===== config.mk =====
export PLATFORM = sky130hd
export DESIGN_NAME = verilog_divider
export DESIGN_NICKNAME = d
export VERILOG_FILES = /design/src/rtl/verilog_divider.sv
export SDC_FILE = /design/constraint.sdc
export NUM_CORES = 1
export LEC_CHECK = 0
export BUFFER_PORTS_ARGS = -buffer_cell sky130_fd_sc_hd__buf_2
export CAP_MARGIN = 30
export CORE_MARGIN = 2
export CORE_UTILIZATION = 54
export DETAILED_ROUTE_END_ITERATION = 6
export PLACE_DENSITY_LB_ADDON = 0.08
export SYNTH_ARGS = -nofsm -noshare
export SYNTH_HDL_FRONTEND = slang
export SYNTH_SLANG_ARGS = --single-unit

===== constraint.sdc =====
create_clock -name clk -period 6.12 [get_ports clk]
set_input_delay 0.918 -clock clk [delete_from_list [all_inputs] [get_ports clk]]
set_output_delay 0.918 -clock clk [all_outputs]
set_load 0.01 [all_outputs]

===== src/rtl/verilog_divider.sv =====
// verilog_divider: multi-cycle IEEE 754 single-precision divider, res = op1 / op2.
// Operands are flushed to zero when denormal, special cases resolve in four
// cycles, and normal quotients come from restoring division at one bit per
// clock (32 cycles from the ready edge to done).
// Optional feature macro: DIV_ROUND_NEAREST_EN selects round-to-nearest-even;
// without it the quotient is truncated (latency is identical either way).
module verilog_divider (
    input  logic        clk,
    input  logic        rst,
    input  logic        ready,
    input  logic [31:0] op1,
    input  logic [31:0] op2,
    output logic [31:0] res,
    output logic        done
);

    typedef enum logic [3:0] {
        ST_START  = 4'd0,
        ST_EVAL   = 4'd1,
        ST_CHECK  = 4'd2,
        ST_ALIGN  = 4'd3,
        ST_DIV    = 4'd4,
        ST_ROUND  = 4'd5,
        ST_RANGE  = 4'd6,
        ST_FINISH = 4'd7
    } state_t;

    typedef enum logic [1:0] {
        TY_ZER = 2'd0,
        TY_NUM = 2'd1,
        TY_INF = 2'd2,
        TY_NAN = 2'd3
    } kind_t;

    state_t             state_reg, state_next;
    logic               sign1_reg, sign2_reg;
    logic [7:0]         exp1_reg, exp2_reg;
    logic [23:0]        man1_reg, man2_reg;
    kind_t              kind_reg;
    kind_t              eval_kind;
    logic signed [9:0]  e_reg;
    logic [25:0]        rem_reg;
    logic [24:0]        q_reg;
    logic [4:0]         cnt_reg;
    logic [23:0]        mant_reg;
    logic [25:0]        rem_diff;
    logic               round_inc;
    logic [24:0]        round_sum;

    // Flush-to-zero classification of one captured operand.
    function automatic kind_t classify(input logic [7:0] e, input logic [22:0] f);
        if (e == 8'hFF)
            return (f == 23'd0) ? TY_INF : TY_NAN;
        else if (e == 8'h00)
            return TY_ZER;
        else
            return TY_NUM;
    endfunction

    // Resolve the result type from both operand classes, highest priority first.
    always_comb begin
        kind_t k1;
        kind_t k2;
        k1 = classify(exp1_reg, man1_reg[22:0]);
        k2 = classify(exp2_reg, man2_reg[22:0]);
        eval_kind = TY_NUM;
        if (k1 == TY_NAN || k2 == TY_NAN ||
            (k1 == TY_ZER && k2 == TY_ZER) ||
            (k1 == TY_INF && k2 == TY_INF))
            eval_kind = TY_NAN;
        else if (k1 == TY_INF || k2 == TY_ZER)
            eval_kind = TY_INF;
        else if (k1 == TY_ZER || k2 == TY_INF)
            eval_kind = TY_ZER;
    end

    // Trial subtraction and rounding increment feeding the datapath.
    always_comb begin
        rem_diff  = rem_reg - {2'b00, man2_reg};
`ifdef DIV_ROUND_NEAREST_EN
        // q[0] is the guard bit; any leftover remainder is sticky.
        round_inc = q_reg[0] & ((|rem_reg) | q_reg[1]);
`else
        round_inc = 1'b0;
`endif
        round_sum = {1'b0, q_reg[24:1]} + {24'd0, round_inc};
    end

`ifndef DIV_ROUND_NEAREST_EN
    // Guard bit has no consumer when truncating.
    logic unused_guard;
    assign unused_guard = &{1'b0, q_reg[0]};
`endif

    // State register.
    always_ff @(posedge clk or posedge rst) begin
        if (rst)
            state_reg <= ST_START;
        else
            state_reg <= state_next;
    end

    // Next-state logic.
    always_comb begin
        state_next = ST_START;
        case (state_reg)
            ST_START:  state_next = ready ? ST_EVAL : ST_START;
            ST_EVAL:   state_next = ST_CHECK;
            ST_CHECK:  state_next = (kind_reg == TY_NUM) ? ST_ALIGN : ST_FINISH;
            ST_ALIGN:  state_next = ST_DIV;
            ST_DIV:    state_next = (cnt_reg == 5'd24) ? ST_ROUND : ST_DIV;
            ST_ROUND:  state_next = ST_RANGE;
            ST_RANGE:  state_next = ST_FINISH;
            ST_FINISH: state_next = ST_START;
            default:   state_next = ST_START;
        endcase
    end

    // Datapath: capture, exponent, division, rounding, range check and packing.
    always_ff @(posedge clk or posedge rst) begin
        if (rst) begin
            sign1_reg <= 1'b0;
            sign2_reg <= 1'b0;
            exp1_reg  <= 8'd0;
            exp2_reg  <= 8'd0;
            man1_reg  <= 24'd0;
            man2_reg  <= 24'd0;
            kind_reg  <= TY_ZER;
            e_reg     <= 10'sd0;
            rem_reg   <= 26'd0;
            q_reg     <= 25'd0;
            cnt_reg   <= 5'd0;
            mant_reg  <= 24'd0;
            res       <= 32'd0;
            done      <= 1'b0;
        end else begin
            case (state_reg)
                ST_START: begin
                    sign1_reg <= op1[31];
                    sign2_reg <= op2[31];
                    exp1_reg  <= op1[30:23];
                    exp2_reg  <= op2[30:23];
                    man1_reg  <= {1'b1, op1[22:0]};
                    man2_reg  <= {1'b1, op2[22:0]};
                    done      <= 1'b0;
                end
                ST_EVAL: begin
                    kind_reg <= eval_kind;
                    e_reg    <= $signed({2'b00, exp1_reg}) - $signed({2'b00, exp2_reg}) + 10'sd127;
                end
                ST_ALIGN: begin
                    // Pre-shift a smaller dividend so the quotient lands in [1,2).
                    if (man1_reg < man2_reg) begin
                        rem_reg <= {1'b0, man1_reg, 1'b0};
                        e_reg   <= e_reg - 10'sd1;
                    end else begin
                        rem_reg <= {2'b00, man1_reg};
                    end
                    cnt_reg <= 5'd0;
                end
                ST_DIV: begin
                    if (rem_reg >= {2'b00, man2_reg}) begin
                        q_reg   <= {q_reg[23:0], 1'b1};
                        rem_reg <= {rem_diff[24:0], 1'b0};
                    end else begin
                        q_reg   <= {q_reg[23:0], 1'b0};
                        rem_reg <= {rem_reg[24:0], 1'b0};
                    end
                    cnt_reg <= (cnt_reg == 5'd24) ? 5'd0 : cnt_reg + 5'd1;
                end
                ST_ROUND: begin
                    if (round_sum[24]) begin
                        mant_reg <= 24'h800000;
                        e_reg    <= e_reg + 10'sd1;
                    end else begin
                        mant_reg <= round_sum[23:0];
                    end
                end
                ST_RANGE: begin
                    if (e_reg <= 10'sd0)
                        kind_reg <= TY_ZER;
                    else if (e_reg >= 10'sd255)
                        kind_reg <= TY_INF;
                    else
                        kind_reg <= TY_NUM;
                end
                ST_FINISH: begin
                    case (kind_reg)
                        TY_ZER:  res <= {sign1_reg ^ sign2_reg, 31'd0};
                        TY_INF:  res <= {sign1_reg ^ sign2_reg, 31'h7F800000};
                        TY_NAN:  res <= {sign1_reg ^ sign2_reg, 31'h7FFFFFFF};
                        default: res <= {sign1_reg ^ sign2_reg, e_reg[7:0], mant_reg[22:0]};
                    endcase
                    done <= 1'b1;
                end
                default: ;
            endcase
        end
    end

endmodule

# Word level (Yosys, flattened, before mapping)
# Cells that the tools add are included.
[classes] n_bitwise=1 mux=26 order_cmp=4 add_sub_neg=5 n_shift=0 mul=0 n_reduce_logical=20 div=0 n_eq_ne=18
[ops] cell="31-bit one-hot mux with 3 select lines" n=1
[ops] cell="26-bit one-hot mux with 2 select lines" n=1
[ops] cell="23-bit zero test" n=2
[ops] cell="26-bit by 24-bit greater-or-equal comparator with 1-bit output" n=1
[ops] cell="26-bit 2-to-1 mux" n=1
[ops] cell="25-bit 2-to-1 mux" n=1
[ops] cell="25-bit by 24-bit subtractor with 25-bit output" n=1
[ops] cell="24-bit less-than comparator" n=1
[ops] cell="3-bit one-hot mux with 7 select lines" n=1
[ops] cell="10-bit one-hot mux with 2 select lines" n=1
[ops] cell="4-bit by 3-bit == test with 1-bit output (second input constant)" n=4
[ops] cell="8-bit == test (second input constant)" n=2
[ops] cell="8-bit zero test" n=2
[ops] cell="2-bit == test (second input constant)" n=6
[ops] cell="2-bit 2-to-1 mux" n=6
[ops] cell="9-bit by 8-bit adder with 10-bit output (second input constant)" n=1
[ops] cell="10-bit by 9-bit greater-or-equal comparator with 1-bit output (second input constant)" n=1
[ops] cell="10-bit by 1-bit less-or-equal comparator with 1-bit output (second input constant)" n=1
[ops] cell="10-bit 2-to-1 mux" n=1
[ops] cell="5-bit one-hot mux with 2 select lines" n=1
[ops] cell="10-bit by 2-bit subtractor with 10-bit output (second input constant)" n=1
[ops] cell="8-bit by 8-bit subtractor with 9-bit output" n=1
[ops] cell="4-bit by 2-bit == test with 1-bit output (second input constant)" n=2
[ops] cell="1-bit 2-to-1 mux" n=8
[ops] cell="other kinds (16)" n=26
[totals] ramBits=0 inputBits=67 regBits=193 romBits=0 latchBits=0 out_inout_bits=33 mem_count=0

# Longest topological paths before layout
# Gate-level depths: netlist of run 1.
[depth] word_depth=9 depth_mapped=14 mapped_depth_nobuf=12

# Worst setup path before layout of run 1
# Ideal clock, no wire load.
[synth_timing] kind="flip-flop to flip-flop" startpoint="register rem_reg[0]" endpoint="register rem_reg[2]" stages_incl_launch_ff=15 setup_slack_ns=3.162 n_path_buf=2 required_time_ns=6.002 t_arrival_ns=2.840 synth_period_minus_slack_ns=2.958 setup_time_ns=0.118 path_cell_list="dfrtp_1 -> inv_1 -> ha_1 -> inv_1 -> fa_1 -> a21o_1 -> a221o_1 -> a221oi_4 -> o31a_2 -> o21a_1 -> buf_6 -> buf_8 -> mux2i_1 -> o22ai_1 -> a21o_1"
[synth_between] elab_chain_cells=3 elab_cells_between_ends=4
[synth_rtl] item="from (decl)" line_no="42" rtl="logic [25:0] rem_reg;"
[synth_rtl] item="from (signal assigned)" line_no="154" rtl="rem_reg <= {1'b0, man1_reg, 1'b0};"
[synth_rtl] item="from (signal assigned)" line_no="157" rtl="rem_reg <= {2'b00, man1_reg};"
[synth_rtl] item="from (signal assigned)" line_no="164" rtl="rem_reg <= {rem_diff[24:0], 1'b0};"
[synth_rtl] item="25-bit by 24-bit subtractor with 25-bit output or 26-bit by 24-bit greater-or-equal comparator with 1-bit output (tied branches)" line_no="79, 162"
[synth_rtl] item="26-bit 2-to-1 mux (*)" line_no="162" rtl="if (rem_reg >= {2'b00, man2_reg}) begin"
[synth_rtl] item="26-bit one-hot mux with 2 select lines (*)" line_no="137" rtl="case (state_reg)"
# Every way passes the cells marked *; elsewhere a longest branch is shown, timed or not.
# A chain may end at the register's enable or synchronous reset.

# Worst setup path after layout of run 1
[layout_timing] startpoint="register rem_reg[0]" endpoint="register rem_reg[11]"
# Same word-level chain as after synthesis.

==> results_dict.tcl, run 1 <==
set metrics [dict create \
    drc_errors 0 \
    core_area_um2 19500 \
    startpoint_type "flop" \
    ir_drop_uv 425 \
    nets 1336 \
    drt_iter0_markers 607 \
    cp.arrival_ps 4220 \
    cts_tree "done" \
    synthDistinctLibCells 71 \
    setup_viol 0 \
    cts_hold_buf 0 \
    clock_skew_ps 13.7 \
    cts-buffers-inserted 17 \
    fin_area_um2 12100 \
    ys_ff_latch 191 \
    place.port_buffers 99 \
    drive_gt1_share_pct 18.0 \
    final_util_pct 62.1 \
    synth_top_cells_by_count "dfrtp_1, nand2_1, o21ai_0, a21oi_1, mux2_2" \
    worstPathRequired_ps 6460 \
    r2r_start "rem_reg[0]" \
    die_w_um 145 \
    synth_edf_count 0 \
    dr.pass1.iters 5 \
    finalHoldViolations 0 \
    setup_tns_ps 0 \
    finalPower_mw 8.08 \
    post-synth-top-count-cell "dfrtp_1" \
    crit_type "reg2reg" \
    die_y_um 145 \
    cpMaxStageDelayCell "o21a_1" \
    overflow 0 \
    rows 51 \
    pwr_density_cell_nw_per_um2 668 \
    htreeDepth 4 \
    fill_cells 1637 \
    grt_pass1_vias 8180 \
    synth_area_um2 10700 \
    relSlewSlack_pct 33.2 \
    min_path_type "in2async" \
    synth.top_cell.area_share_pct 44.7 \
    post_cts_resized 0 \
    synth_nets 1263 \
    multi_input_area_um2 5500 \
    wl_per_cell_um 17.0 \
    post_cts_buffers 0 \
    grtUsageTotal_pct 25.4 \
    fin_crit_sh_pct 63.3 \
    totalWireLength_um 25300 \
    leakagePower_nw 5.61 \
    critPathMaxStageDelay_ps 650 \
    avgSynthCellArea_um2 9.41 \
    seq_area_um2 4780 \
    fin_crit_ps 3880 \
    largest_reg_flops 32 \
    cp_cell_sequence "inv_1, ha_1, inv_1, fa_1, a21o_1, a221o_1, a221oi_4, o31a_2, o21a_1, buf_4, mux2i_1, o22ai_1, a21o_1" \
    start_util_pct 54.9 \
    crit_fanout 21 \
    vias 8627 \
    startpoint "rem_reg[0]" \
    grt_pass1_wl_um 41800 \
    cts_buffer_depth 2 \
    num_antenna_cells 0 \
    async_flop_share_pct 100 \
    ys_seq_area_share_pct 44.7 \
    gp_congestion 0.877 \
    synth_warnings 0 \
    dieArea_um2 20900 \
    maxCapViolCount 0 \
    syn_inst 1135 \
    vias_per_cell 5.81 \
    yosys.area.top_type "dfrtp_1" \
    antenna_found_initial 1 \
    cts.sinks 191 \
    clock_latency_ps 460 \
    syn_to_final_growth_pct 13.1 \
    status "finished, final reports clean" \
    postRouteAntennaNets 0 \
    synthTopCellsByArea "dfrtp_1, ha_1, o21ai_0, mux2_2, nand2_1" \
    placed_area_um2 11400 \
    hpwlAfterDp_um 17700 \
    setup.worst_path.end_class "flop" \
    cts-root-buf "clkbuf_16" \
    fmax_mhz 258 \
    clk_pin_slew_ps 80 \
    io_pins 100 \
    dominantRegCellSynth "dfrtp_1" \
    grt_max_degree 139 \
    tightest_slew_ps 1000 \
    rsz0062_at_grt "false" \
    slew_violations 0 \
    hold_ws_ps 443 \
]
## metrics by stage
step / instances / worst slack [ps]
after floorplan: 1135 / 3.16
after CTS: 1485 / 2300
final: 1486 / 2240
after global placement: 1451 / 2340
after detailed placement: 1453 / 2330
after global routing: 1486 / 2060
## metal layers
layer | vias up | wire length (µm) | track usage [%]
met1 | 4213 | 12200 | 35.8
met3 | 27 | 894 | 4.38
met4 | 2 | 300 | 6.18
met2 | 166 | 11900 | 41.3
met5 | - | 8 | 0
li1 | 4219 | - | -
## power by group
group          switching [mW]  internal [mW]  leakage [nW]
Sequential              0.545           1.79          2.40
Combinational            2.56           1.98          2.90
Clock                   0.618          0.581         0.311
## cell type report
type                    instances  area share, %
well taps                     265           2.74
clock inverters                15           1.86
flip-flops and latches        191           39.6
repair buffers                111           5.22
multi-input cells             839           45.5
inverters                      48           1.55
clock buffers                  17           3.52
## logic make-up after synthesis
family	share of synthesized area, %
flops	44.7
simple gates	14.2
fa+ha+maj	7.31
compound gates	17.9
mux	9.07
xor+xnor	2.78
buf+inv	3.99
## worst max-delay path: cells and delay by family, from the launching register on
family / cells / cell delay (ps)
muxes: 1 / 220
buffers and inverters: 3 / 510
adders and majority gates: 2 / 570
DFF: 1 / 380
AOI/OAI and AO/OA: 7 / 2090
## cell usage in the layout, fill, tap and decap left out, types with 3 or more instances in the layout
cell type / count
and3_1: 7
buf_2: 99
o22ai_1: 11
nand4_1: 15
nor3_1: 10
inv_1: 47
nand4b_1: 3
dfrtp_1: 191
nand2b_1: 8
o21bai_1: 4
clkinv_8: 5
buf_4: 9
and2_1: 4
xor2_1: 17
nor2b_1: 5
ha_1: 60
inv_6: 3
or4_1: 3
nor2_1: 43
o21ai_0: 147
a31oi_1: 12
o2111ai_1: 3
nand2_1: 181
or3_1: 3
o211ai_1: 10
inv_12: 6
nor4_1: 13
a211oi_1: 11
a21oi_1: 70
mux2_2: 62
nand3_1: 17
clkbuf_16: 17
xnor2_1: 15
mux2i_1: 27
or2_2: 3
o31ai_1: 4
a21o_1: 21
## path summary, 6_finish.rpt
check	end	slack [ps]	cells past startpoint
setup / recovery	rem_reg[11]	2240	13
hold / removal	exp1_reg[2]	440	2
setup reg to reg	rem_reg[11]	2240	13
hold reg to reg	res[28]	480	2
max in group asynchronous	man2_reg[20]	4200	4
min in group clk	res[28]	480	2
(Power assumes the default switching activity.)
==> run 2, diff against run 1 <==
==> constraint.sdc (replaced) <==
create_clock -name clk -period 3.4 [get_ports clk]
set_input_delay 0.51 -clock clk [delete_from_list [all_inputs] [get_ports clk]]
set_output_delay 0.51 -clock clk [all_outputs]
set_load 0.01 [all_outputs]
==> run 2 against run 1 <==
Effect of this change: routed wire length down 0.64%; sequential power up 78%; core utilization up 0.35 points; total power up 81%; via count down 0.58%; largest power group unchanged; highest routed layer is now met4.
==> results_dict.tcl, run 2 (same netlist as run 1, synthesis figures left out) <==
set metrics [dict create \
    pre_cts_slack_ps 196 \
    status "finished, final reports clean" \
    crit_fanout 18 \
    nets 1342 \
    post_cts_buffers 0 \
    cts_buffer_depth 2 \
    seq_area_um2 4780 \
    maxCapViolCount 0 \
    grt_pass1_wl_um 41000 \
    antenna_found_initial 0 \
    rsz0062_at_grt "false" \
    fill_cells 1643 \
    cts_hold_buf 0 \
    start_util_pct 54.9 \
    cts.sinks 191 \
    r2r_slack_ps 210 \
    fmax_mhz 313 \
    drc_errors 0 \
    finalHoldViolations 0 \
    syn_to_final_growth_pct 13.8 \
    setup.worst_path.end_class "flop" \
    cp_cell_sequence "inv_1, ha_1, inv_1, fa_1, a21o_1, a221o_1, a221oi_4, o31a_2, o21a_2, buf_12, nand2b_2, o31ai_1, a221o_1" \
    io_pins 100 \
    wl_per_cell_um 16.8 \
    cts-root-buf "clkbuf_16" \
    critPathMaxStageDelay_ps 400 \
    worst_r2r_endpoint "rem_reg[16]" \
    min_path_type "in2async" \
    dieArea_um2 20900 \
    gp_congestion 0.895 \
    startpoint_type "flop" \
    clock_skew_ps 12.9 \
    fin_crit_ps 3190 \
    slew_violations 0 \
    final_util_pct 62.4 \
    postRouteAntennaNets 0 \
    final_common_cell "dfrtp_1" \
    rows 51 \
    r2r_start "rem_reg[0]" \
    dr.pass1.iters 5 \
    grtUsageTotal_pct 25.0 \
    multi_input_area_um2 5510 \
    crit_type "reg2reg" \
    grt_pass1_vias 8000 \
    fin_crit_sh_pct 93.9 \
    clk_pin_slew_ps 80 \
    place.port_buffers 99 \
    die_w_um 145 \
    hold_ws_ps 186 \
    setup_tns_ps 0 \
    pwr_density_cell_nw_per_um2 1200 \
    setup_viol 0 \
    totalWireLength_um 25100 \
    vias 8577 \
    setup_ws_ps 207 \
    grt_max_degree 121 \
    cts_tree "done" \
    hpwlAfterDp_um 18000 \
    clock_latency_ps 440 \
    final_cell_mix "dfrtp_1, nand2_1, o21ai_0, buf_2, a21oi_1" \
    cpMaxStageDelayCell "fa_1" \
    largest_reg_flops 32 \
    post_cts_resized 0 \
    htreeDepth 4 \
    tightest_slew_ps 962 \
    vias_per_cell 5.75 \
    r2r.worst_path.cells 13 \
    drive_gt1_share_pct 18.5 \
    num_antenna_cells 0 \
    cp.arrival_ps 3510 \
    leakagePower_nw 5.64 \
    worstPathRequired_ps 3720 \
    ir_drop_uv 755 \
    relSlewSlack_pct 35.9 \
    cts-buffers-inserted 17 \
    die_y_um 145 \
    drt_iter0_markers 593 \
    core_area_um2 19500 \
    overflow 0 \
]
-- run 2: metrics by stage --
step                cell area, µm²  std cells  power (mW)
CTS                          12100       1491        14.6
detailed placement           11500       1459        12.4
floorplan                    10700       1135        10.4
global route                 12200       1492        16.0
global placement             11500       1458        12.3
finish                       12200       1492        14.6
-- run 2: final cells by class --
type / count / share of cell area, %
sequential: 191 / 39.3
timing repair buffer: 117 / 5.81
tap: 265 / 2.73
multi-input combinational: 839 / 45.3
clock inverter: 15 / 1.82
clock buffer: 17 / 3.50
inverter: 48 / 1.51
-- run 2: power breakdown --
group | internal [mW] | leakage (nW) | switching (mW) | total, mW
registers | 3.23 | 2.40 | 0.929 | 4.16
clock network | 1.03 | 0.307 | 1.07 | 2.11
logic | 3.66 | 2.93 | 4.68 | 8.34
total | 7.92 | 5.64 | 6.69 | 14.6
-- run 2: worst max path at each step --
stage               slack (ps)  depth (start not counted)       start     endpoint
floorplan                  430                          1         rst   cnt_reg[0]
global placement           250                         13  rem_reg[0]  rem_reg[16]
detailed placement         200                         13  rem_reg[0]  rem_reg[16]
CTS                        180                         13  rem_reg[0]  rem_reg[16]
global route                30                         13  rem_reg[0]  rem_reg[16]
finish                     210                         13  rem_reg[0]  rem_reg[16]
-- run 2: routing by layer --
metal  track usage (%)  wire length, µm
met1              36.2            12200
met2              39.7            11600
met3              4.28              948
met4              5.83              358
met5                 0                0
-- run 2: critical path, delay by kind of cell, from the launching register on --
family	cells	cell delay (ps)
adder cells (fa/ha/maj)	2	560
AO/OA/AOI/OAI	7	1640
buffers and inverters	3	300
flip-flops	1	380
AND/OR/NAND/NOR	1	190
